## src/rtl/delay_line_arbiter.sv

```systemverilog
// rtl/delay_line_arbiter.sv - round-robin sharing of one fixed-latency delay line with tag-routed responses
module delay_line_arbiter #(
  parameter  int NREQ  = 4,
  parameter  int N     = 8,
  parameter  int DELAY = 3,
  localparam int CW    = $clog2(DELAY + 1) + 1
) (
  input  logic                clk,
  input  logic                rst,
  input  logic [NREQ-1:0]     req,
  input  logic [NREQ*N-1:0]   idata,
  input  logic                hold,
  input  logic                flush,
  output logic [NREQ-1:0]     gnt,
  output logic                dl_ce,
  output logic [N-1:0]        dl_idata,
  input  logic [N-1:0]        dl_odata,
  output logic [NREQ-1:0]     resp_valid,
  output logic [N-1:0]        resp_data,
  output logic [CW-1:0]       inflight
);

  localparam int IW = (NREQ > 1) ? $clog2(NREQ) : 1;

  logic [IW-1:0] ptr_q, ptr_d;
  logic [CW-1:0] inflight_q, inflight_d;
  logic          gnt_any;
  logic [IW-1:0] gnt_idx;
  logic          last_vld;
  logic [IW-1:0] last_idx;
  logic          consumed;

  // The line shifts on every unstalled cycle; idle cycles become bubbles.
  assign dl_ce     = ~hold;
  assign resp_data = dl_odata;
  assign inflight  = inflight_q;

  // Round-robin search starting just after the last winner; no grant during reset, stall or flush.
  always_comb begin : arb
    int cand;
    gnt_any  = 1'b0;
    gnt_idx  = '0;
    gnt      = '0;
    dl_idata = '0;
    cand     = 0;
    if (!rst && !hold && !flush) begin
      for (int i = 1; i <= NREQ; i++) begin
        cand = (int'(ptr_q) + i) % NREQ;
        if (!gnt_any && req[cand]) begin
          gnt_any = 1'b1;
          gnt_idx = IW'(cand);
        end
      end
    end
    if (gnt_any) begin
      gnt[gnt_idx] = 1'b1;
      dl_idata     = idata[int'(gnt_idx)*N +: N];
    end
  end

  generate
    if (DELAY > 0) begin : g_tag
      logic [DELAY-1:0] vld_q, vld_d;
      logic [IW-1:0]    idx_q [DELAY];
      logic [IW-1:0]    idx_d [DELAY];

      // Tag pipe mirrors the external line: shifts with dl_ce, flush drops every valid.
      always_comb begin
        vld_d = vld_q;
        idx_d = idx_q;
        if (flush) begin
          vld_d = '0;
        end else if (!hold) begin
          vld_d[0] = gnt_any;
          idx_d[0] = gnt_idx;
          for (int i = 1; i < DELAY; i++) begin
            vld_d[i] = vld_q[i-1];
            idx_d[i] = idx_q[i-1];
          end
        end
      end

      // Tag registers; line data itself is not reset, the valids mask it.
      always_ff @(posedge clk or posedge rst) begin
        if (rst) begin
          vld_q <= '0;
          for (int i = 0; i < DELAY; i++) idx_q[i] <= '0;
        end else begin
          vld_q <= vld_d;
          idx_q <= idx_d;
        end
      end

      assign last_vld = vld_q[DELAY-1];
      assign last_idx = idx_q[DELAY-1];
    end else begin : g_passthru
      // Zero-latency line: the word returns in the cycle it is granted.
      assign last_vld = gnt_any;
      assign last_idx = gnt_idx;
    end
  endgenerate

  // Route the word at the line output back to its owner; a flush hides it.
  always_comb begin
    resp_valid = '0;
    for (int k = 0; k < NREQ; k++) begin
      resp_valid[k] = last_vld && (int'(last_idx) == k) && !flush;
    end
  end

  assign consumed = last_vld & ~hold & ~flush;

  // Pointer follows the winner; occupancy counts grants in and responses out.
  always_comb begin
    ptr_d      = gnt_any ? gnt_idx : ptr_q;
    inflight_d = inflight_q;
    if (flush) begin
      inflight_d = '0;
    end else if (gnt_any && !consumed) begin
      inflight_d = inflight_q + CW'(1);
    end else if (!gnt_any && consumed) begin
      inflight_d = inflight_q - CW'(1);
    end
  end

  // Pointer resets to the top index so requester 0 wins first.
  always_ff @(posedge clk or posedge rst) begin
    if (rst) begin
      ptr_q      <= IW'(NREQ - 1);
      inflight_q <= '0;
    end else begin
      ptr_q      <= ptr_d;
      inflight_q <= inflight_d;
    end
  end

endmodule

```

## config.mk

```make
export PLATFORM = sky130hd
export DESIGN_NAME = delay_line_arbiter
export DESIGN_NICKNAME = d
export VERILOG_FILES = /design/src/rtl/delay_line_arbiter.sv
export SDC_FILE = /design/constraint.sdc
export NUM_CORES = 1
export LEC_CHECK = 0
export ABC_CLOCK_PERIOD_IN_PS = 3600
export CAP_MARGIN = 20
export CORE_AREA = 2 2 60 62
export DETAILED_ROUTE_END_ITERATION = 8
export DIE_AREA = 0 0 62 64
export GPL_TIMING_DRIVEN = 0
export MAX_ROUTING_LAYER = met4
export PLACE_DENSITY = 0.85
export SLEW_MARGIN = 20
export SYNTH_ARGS = -nofsm -noshare
export SYNTH_HDL_FRONTEND = slang
export SYNTH_SLANG_ARGS = --single-unit
```

## constraint.sdc

```tcl
create_clock -name clk -period 3.6 [get_ports clk]
set_clock_uncertainty 0.15 [all_clocks]
set_input_delay 1.08 -clock clk [delete_from_list [all_inputs] [get_ports clk]]
set_output_delay 1.08 -clock clk [all_outputs]
set_load 0.01 [all_outputs]
```

After elaboration in Yosys (flattened, before gate mapping)
Cells that the tools add are included.
{"block": "op_classes", "add_sub_neg": 6, "multipliers": 0, "n_div": 0, "n_lt_le_gt_ge": 6, "n_eq_ne": 4, "shift": 1, "mux": 34, "bitwise": 8, "n_reduce_logical": 31}
{"op": "$shiftx A32 B6 Y8", "count": 1}
{"op": "$mux W1", "count": 17}
{"op": "$logic_and A1 B1 Y1", "count": 16}
{"op": "$lt A3 B4 Y1 const B", "count": 4}
{"op": "$mux W3", "count": 5}
{"op": "$mux W2", "count": 5}
{"op": "$bmux W1 S2", "count": 4}
{"op": "$logic_not A1 Y1", "count": 8}
{"op": "$mux W8", "count": 1}
{"op": "$reduce_or A2 Y1", "count": 4}
{"op": "$add A2 B1 Y2 const B", "count": 2}
{"op": "$add A2 B2 Y2 const B", "count": 2}
{"op": "$and A1 B1 Y1 const A", "count": 4}
{"op": "$eq A2 B2 Y1 const B", "count": 2}
{"op": "$mux W4", "count": 1}
{"op": "$add A3 B1 Y3 const B", "count": 1}
{"op": "$lt A2 B3 Y1 const B", "count": 1}
{"op": "$reduce_bool A3 Y1", "count": 1}
{"op": "$sub A3 B1 Y3 const B", "count": 1}
{"op": "$and A1 B1 Y1", "count": 2}
{"op": "$demux W1 S2", "count": 1}
{"op": "$eq A2 B1 Y1 const B", "count": 1}
{"op": "$ge A2 B1 Y1 const B", "count": 1}
{"op": "$logic_not A2 Y1", "count": 1}
{"op": "other kinds (3)", "count": 4}
{"block": "totals", "regBits": 14, "latch_bits": 0, "mem_bits_rw": 0, "romBits": 0, "output_inout_bits": 28, "word_cells": 96, "n_memories": 0}

Depth between registers and ports, before layout
{"block": "logic_depth", "ltp_word": 25, "depth_mapped": 9}

Worst setup path before layout
OpenSTA, ideal clock, no wires.
{"block": "synth_timing", "kind": "input port to output port", "startpoint": "input hold", "endpoint": "output dl_idata[0]", "t_arrival_ns": 2.420, "t_required_ns": 2.370, "slack_ns": -0.050, "cell_stages": 6, "cell_sequence": "buf_6 nor3_4 nand2_4 or4_4 buf_6 o22ai_1"}
{"block": "synth_between", "elab_chain_cells": 6, "word_cells_on_any_way": 7, "classes_between": "shift: 1; mux: 3; reduce/logical: 3"}
{"element": "start, declared", "line": "12", "source": "input logic hold,"}
{"element": "$logic_not A1 Y1 *"}
{"element": "$logic_and A1 B1 Y1 * (2 in series)", "line": "46", "source": "if (!rst && !hold && !flush) begin"}
{"element": "$mux W2", "line": "46"}
{"element": "$shiftx A32 B6 Y8", "line": "57", "source": "dl_idata = idata[int'(gnt_idx)*N +: N];"}
{"element": "$mux W8 *", "line": "55", "source": "if (gnt_any) begin"}
{"element": "end, declared", "line": "16", "source": "output logic [N-1:0] dl_idata,"}
Mark *: on every way between the ends. The rest lies on a longest branch, timed or not.

Worst setup path after layout
{"block": "layout_timing", "startpoint": "input req[2]", "endpoint": "output dl_idata[1]"}
{"block": "layout_between", "elab_chain_cells": 19, "word_cells_on_any_way": 33, "classes_between": "shift: 1; mux: 26; reduce/logical: 6"}
{"element": "start, declared", "line": "10", "source": "input logic [NREQ-1:0] req,"}
{"element": "$bmux W1 S2", "line": "49", "source": "if (!gnt_any && req[cand]) begin"}
{"element": "$mux W1 (implied by the code) (2 in series)", "line": "49"}
{"element": "$mux W1", "line": "49"}
{"element": "$mux W1", "line": "46"}
{"element": "$logic_not A1 Y1", "line": "49"}
{"element": "$logic_and A1 B1 Y1", "line": "49"}
{"element": "$mux W1", "line": "49"}
{"element": "$mux W1", "line": "46"}
{"element": "[... 2 more ...]"}
{"element": "$mux W1", "line": "49"}
{"element": "$mux W1", "line": "46"}
{"element": "$logic_not A1 Y1", "line": "49"}
{"element": "$logic_and A1 B1 Y1", "line": "49"}
{"element": "$mux W2", "line": "49"}
{"element": "$mux W2", "line": "46"}
{"element": "$shiftx A32 B6 Y8", "line": "57"}
{"element": "$mux W8 *", "line": "55"}
Mark *: on every way between the ends. The rest lies on a longest branch, timed or not. The select of a mux whose other input is x is not followed.

==> run metrics <==
Fmax=270 MHz; Worst Tran Pin Value=0.565 ns; routed len/inst=15.6 um; Final Hold Vio Count=0; first-pass GRT wire length=5950 um; full die area=3970 um^2; Initial Util=0.351; post-synth cell types=42; Synth area leader=dfrtp_1; Top FF cell, synth=dfrtp_1; GRT busiest layer=met2; CP Class=in2out; via/cell ratio=5.03; Pre-antenna DRT Iters=4; post-layout util=0.686; initial antenna violation count=0; Gate Count Post-Synth=120; R2R cell count=9; CP max FO=4; Rel. slew slack=0.623; clk buf depth=2; area delta synth->final=95.7%; DRT iter0 DRCs=42; status=finished with violations; Core ar.=3280 um^2; Final min period=3.71 ns; CTS H-Tree Depth=1; grt met1 use=0.243; final wirelength=4110 um; GRT Util Overall=0.207; worst skew pair latency=0.29 ns; Tcrit/Tclk final=1.03; CTS tree=built; Final WS setup=-0.109 ns; Cell Area, Synth=1150 um^2; EDFF count, synth=0; IO buf count=65; Layout fillers=230; final setup fails=11; grt met2 use=0.318; Rows=21; Critical Path RT=2.37 ns; Net count, final=268; crit start category=primary input; warnings from Yosys=0; met3 Use GR=0.0506; Worst Setup EP=dl_idata[1]; worst r2r src=ptr_q[1]; critical path capture point type=output pin; hold wc startpoint=g_tag.idx_q[2]; final slew viol count=0; vias in the first global route=1,300; TritonCTS buffer count=3; sequential share of the synthesized area=0.306; RSZ-0062 raised after global routing=true; syn_nets=169; Post-synth ARST share=1.00; Hold WC Path Type=reg2reg; failing checks=negative setup slack; Placed Instances=231; drt drc=0; detailed-route via count=1,327; max cap viols=0; Synth top area share=0.261; worst hold slack=0.373 ns; register clock-pin slew on the reported worst setup and hold paths=0.09 ns; Synth area leaders=dfrtp_1 (26%), mux2i_1 (17%), buf_4 (5.9%); gpl congestion=0.744; Die Span X=62 um; pwr dens=299 nW/um^2; final antenna-violating net count=0; syn_area_per_cell=9.60 um^2; layout cells sized above 1=0.436; IO Pins=76; Layout Cells excl Fill=264; Power Total=674 uW; Antenna Cells=0; VDD IR max=174 uV; leak pwr=0.00104 uW; Seq cells post-synth=14; total gr overflow=0; worst r2r dst=g_tag.idx_q[4]; root buffer cell=clkbuf_4; # clock sinks=14; Die H=64 um; WHS Path Cells=1; DP Wirelength=2450 um; largest net degree at the start of global routing=16; Critical Path Source=req[2]; post-place setup slack=-1.07 ns; reg2reg setup slack=1.46 ns; Worst EP arrival=2.48 ns
## sequential cells by signal, indices dropped and copies added (netlist names)
register     flops
ptr_q            2
last_idx         2
g_tag.vld_q      3
g_tag.idx_q      4
inflight         3
## what timing repair did
item / 4_1_cts / 5_1_grt
hold buffers: 0 / 0
pin swaps: 14 / 6
gates resized for setup: 102 / 21
endpoints found under the setup margin: 12 / 14
setup buffers: 17 / 11
gates cloned: 2 / 0
## cells in the final DEF (no fill, tap or decap), types with 2 or more instances in the layout
master           instances
clkdlybuf4s50_1         48
buf_4                   31
buf_6                   20
mux2i_1                 18
dfrtp_1                 12
buf_2                    8
nor2_1                   7
inv_1                    6
o22ai_2                  6
mux2_2                   5
a21oi_1                  3
nand2b_1                 3
clkbuf_4                 3
clkbuf_1                 2
or4_4                    2
nand2_1                  2
o22ai_1                  2
o21ai_0                  2
nor3_1                   2
o22ai_4                  2
dfstp_2                  2
## where the power goes
part | leakage (uW) | internal [uW] | switching, uW
Sequential | 0.000181 | 192 | 30.1
Clock | 0.0000150 | 43.2 | 56.3
Combinational | 0.000843 | 212 | 140
Total | 0.00104 | 447 | 226
## how the worst min path moves through the flow
stage	to	slack, ns
2_1_floorplan	g_tag.idx_q[4]	0.32
3_3_place_gp	last_idx[0]	0.34
3_5_place_dp	g_tag.idx_q[3]	0.35
4_1_cts	last_idx[1]	0.37
5_1_grt	g_tag.idx_q[2]	0.40
6_report	last_idx[0]	0.37
## critical path, stage by stage
cell and delay [ns]:
buf_6 0.10, or4_4 0.55, and2_4 0.20, o31ai_4 0.08, buf_6 0.17, buf_6 0.11
o22ai_2 0.06, buf_2 0.14
## cells by family after synthesis
kind of cell | count (synthesis) | share of synthesized area
xor gates and xnor gates | 1 | 0.00760
adders and majority gates | 1 | 0.0174
AOI/OAI and AO/OA | 26 | 0.154
and+or+nand+nor | 31 | 0.174
muxes | 25 | 0.223
DFF | 14 | 0.306
buffers and inverters | 22 | 0.118
## through the flow
step / cell area [um^2] / setup TNS [ns]
2_1_floorplan: 1150 / -0.430
3_3_place_gp: 1860 / -12.04
3_5_place_dp: 1860 / -12.25
4_1_cts: 2080 / -1.23
5_1_grt: 2250 / -1.44
6_report: 2250 / -0.954
## synthesized netlist by cell type (all sizes together) (2+ instances only)
master	instances
a21o	2
a21oi	3
and2	2
buf	15
dfrtp	12
dfstp	2
inv	6
mux2	5
mux2i	20
nand2	3
nand2b	3
nor2	9
nor3	3
nor3b	2
o21ai	2
o22ai	10
or4	2
## area by class of cell
type / count / area [um^2] / area share
Buffer: 15 / 136 / 0.0605
Clock buffer: 4 / 26.3 / 0.0117
Inverter: 6 / 22.5 / 0.00999
Multi-Input combinational cell: 84 / 778 / 0.345
Sequential cell: 14 / 353 / 0.156
Tap cell: 46 / 57.6 / 0.0255
Timing Repair Buffer: 95 / 881 / 0.391
## routing by layer
layer  routed length, um  part of all wire
met5                   0                 0
met4                 149             0.036
met3                 205             0.050
met1                1570              0.38
met2                2190              0.53
Note: power is estimated with default switching activity, not from simulation.
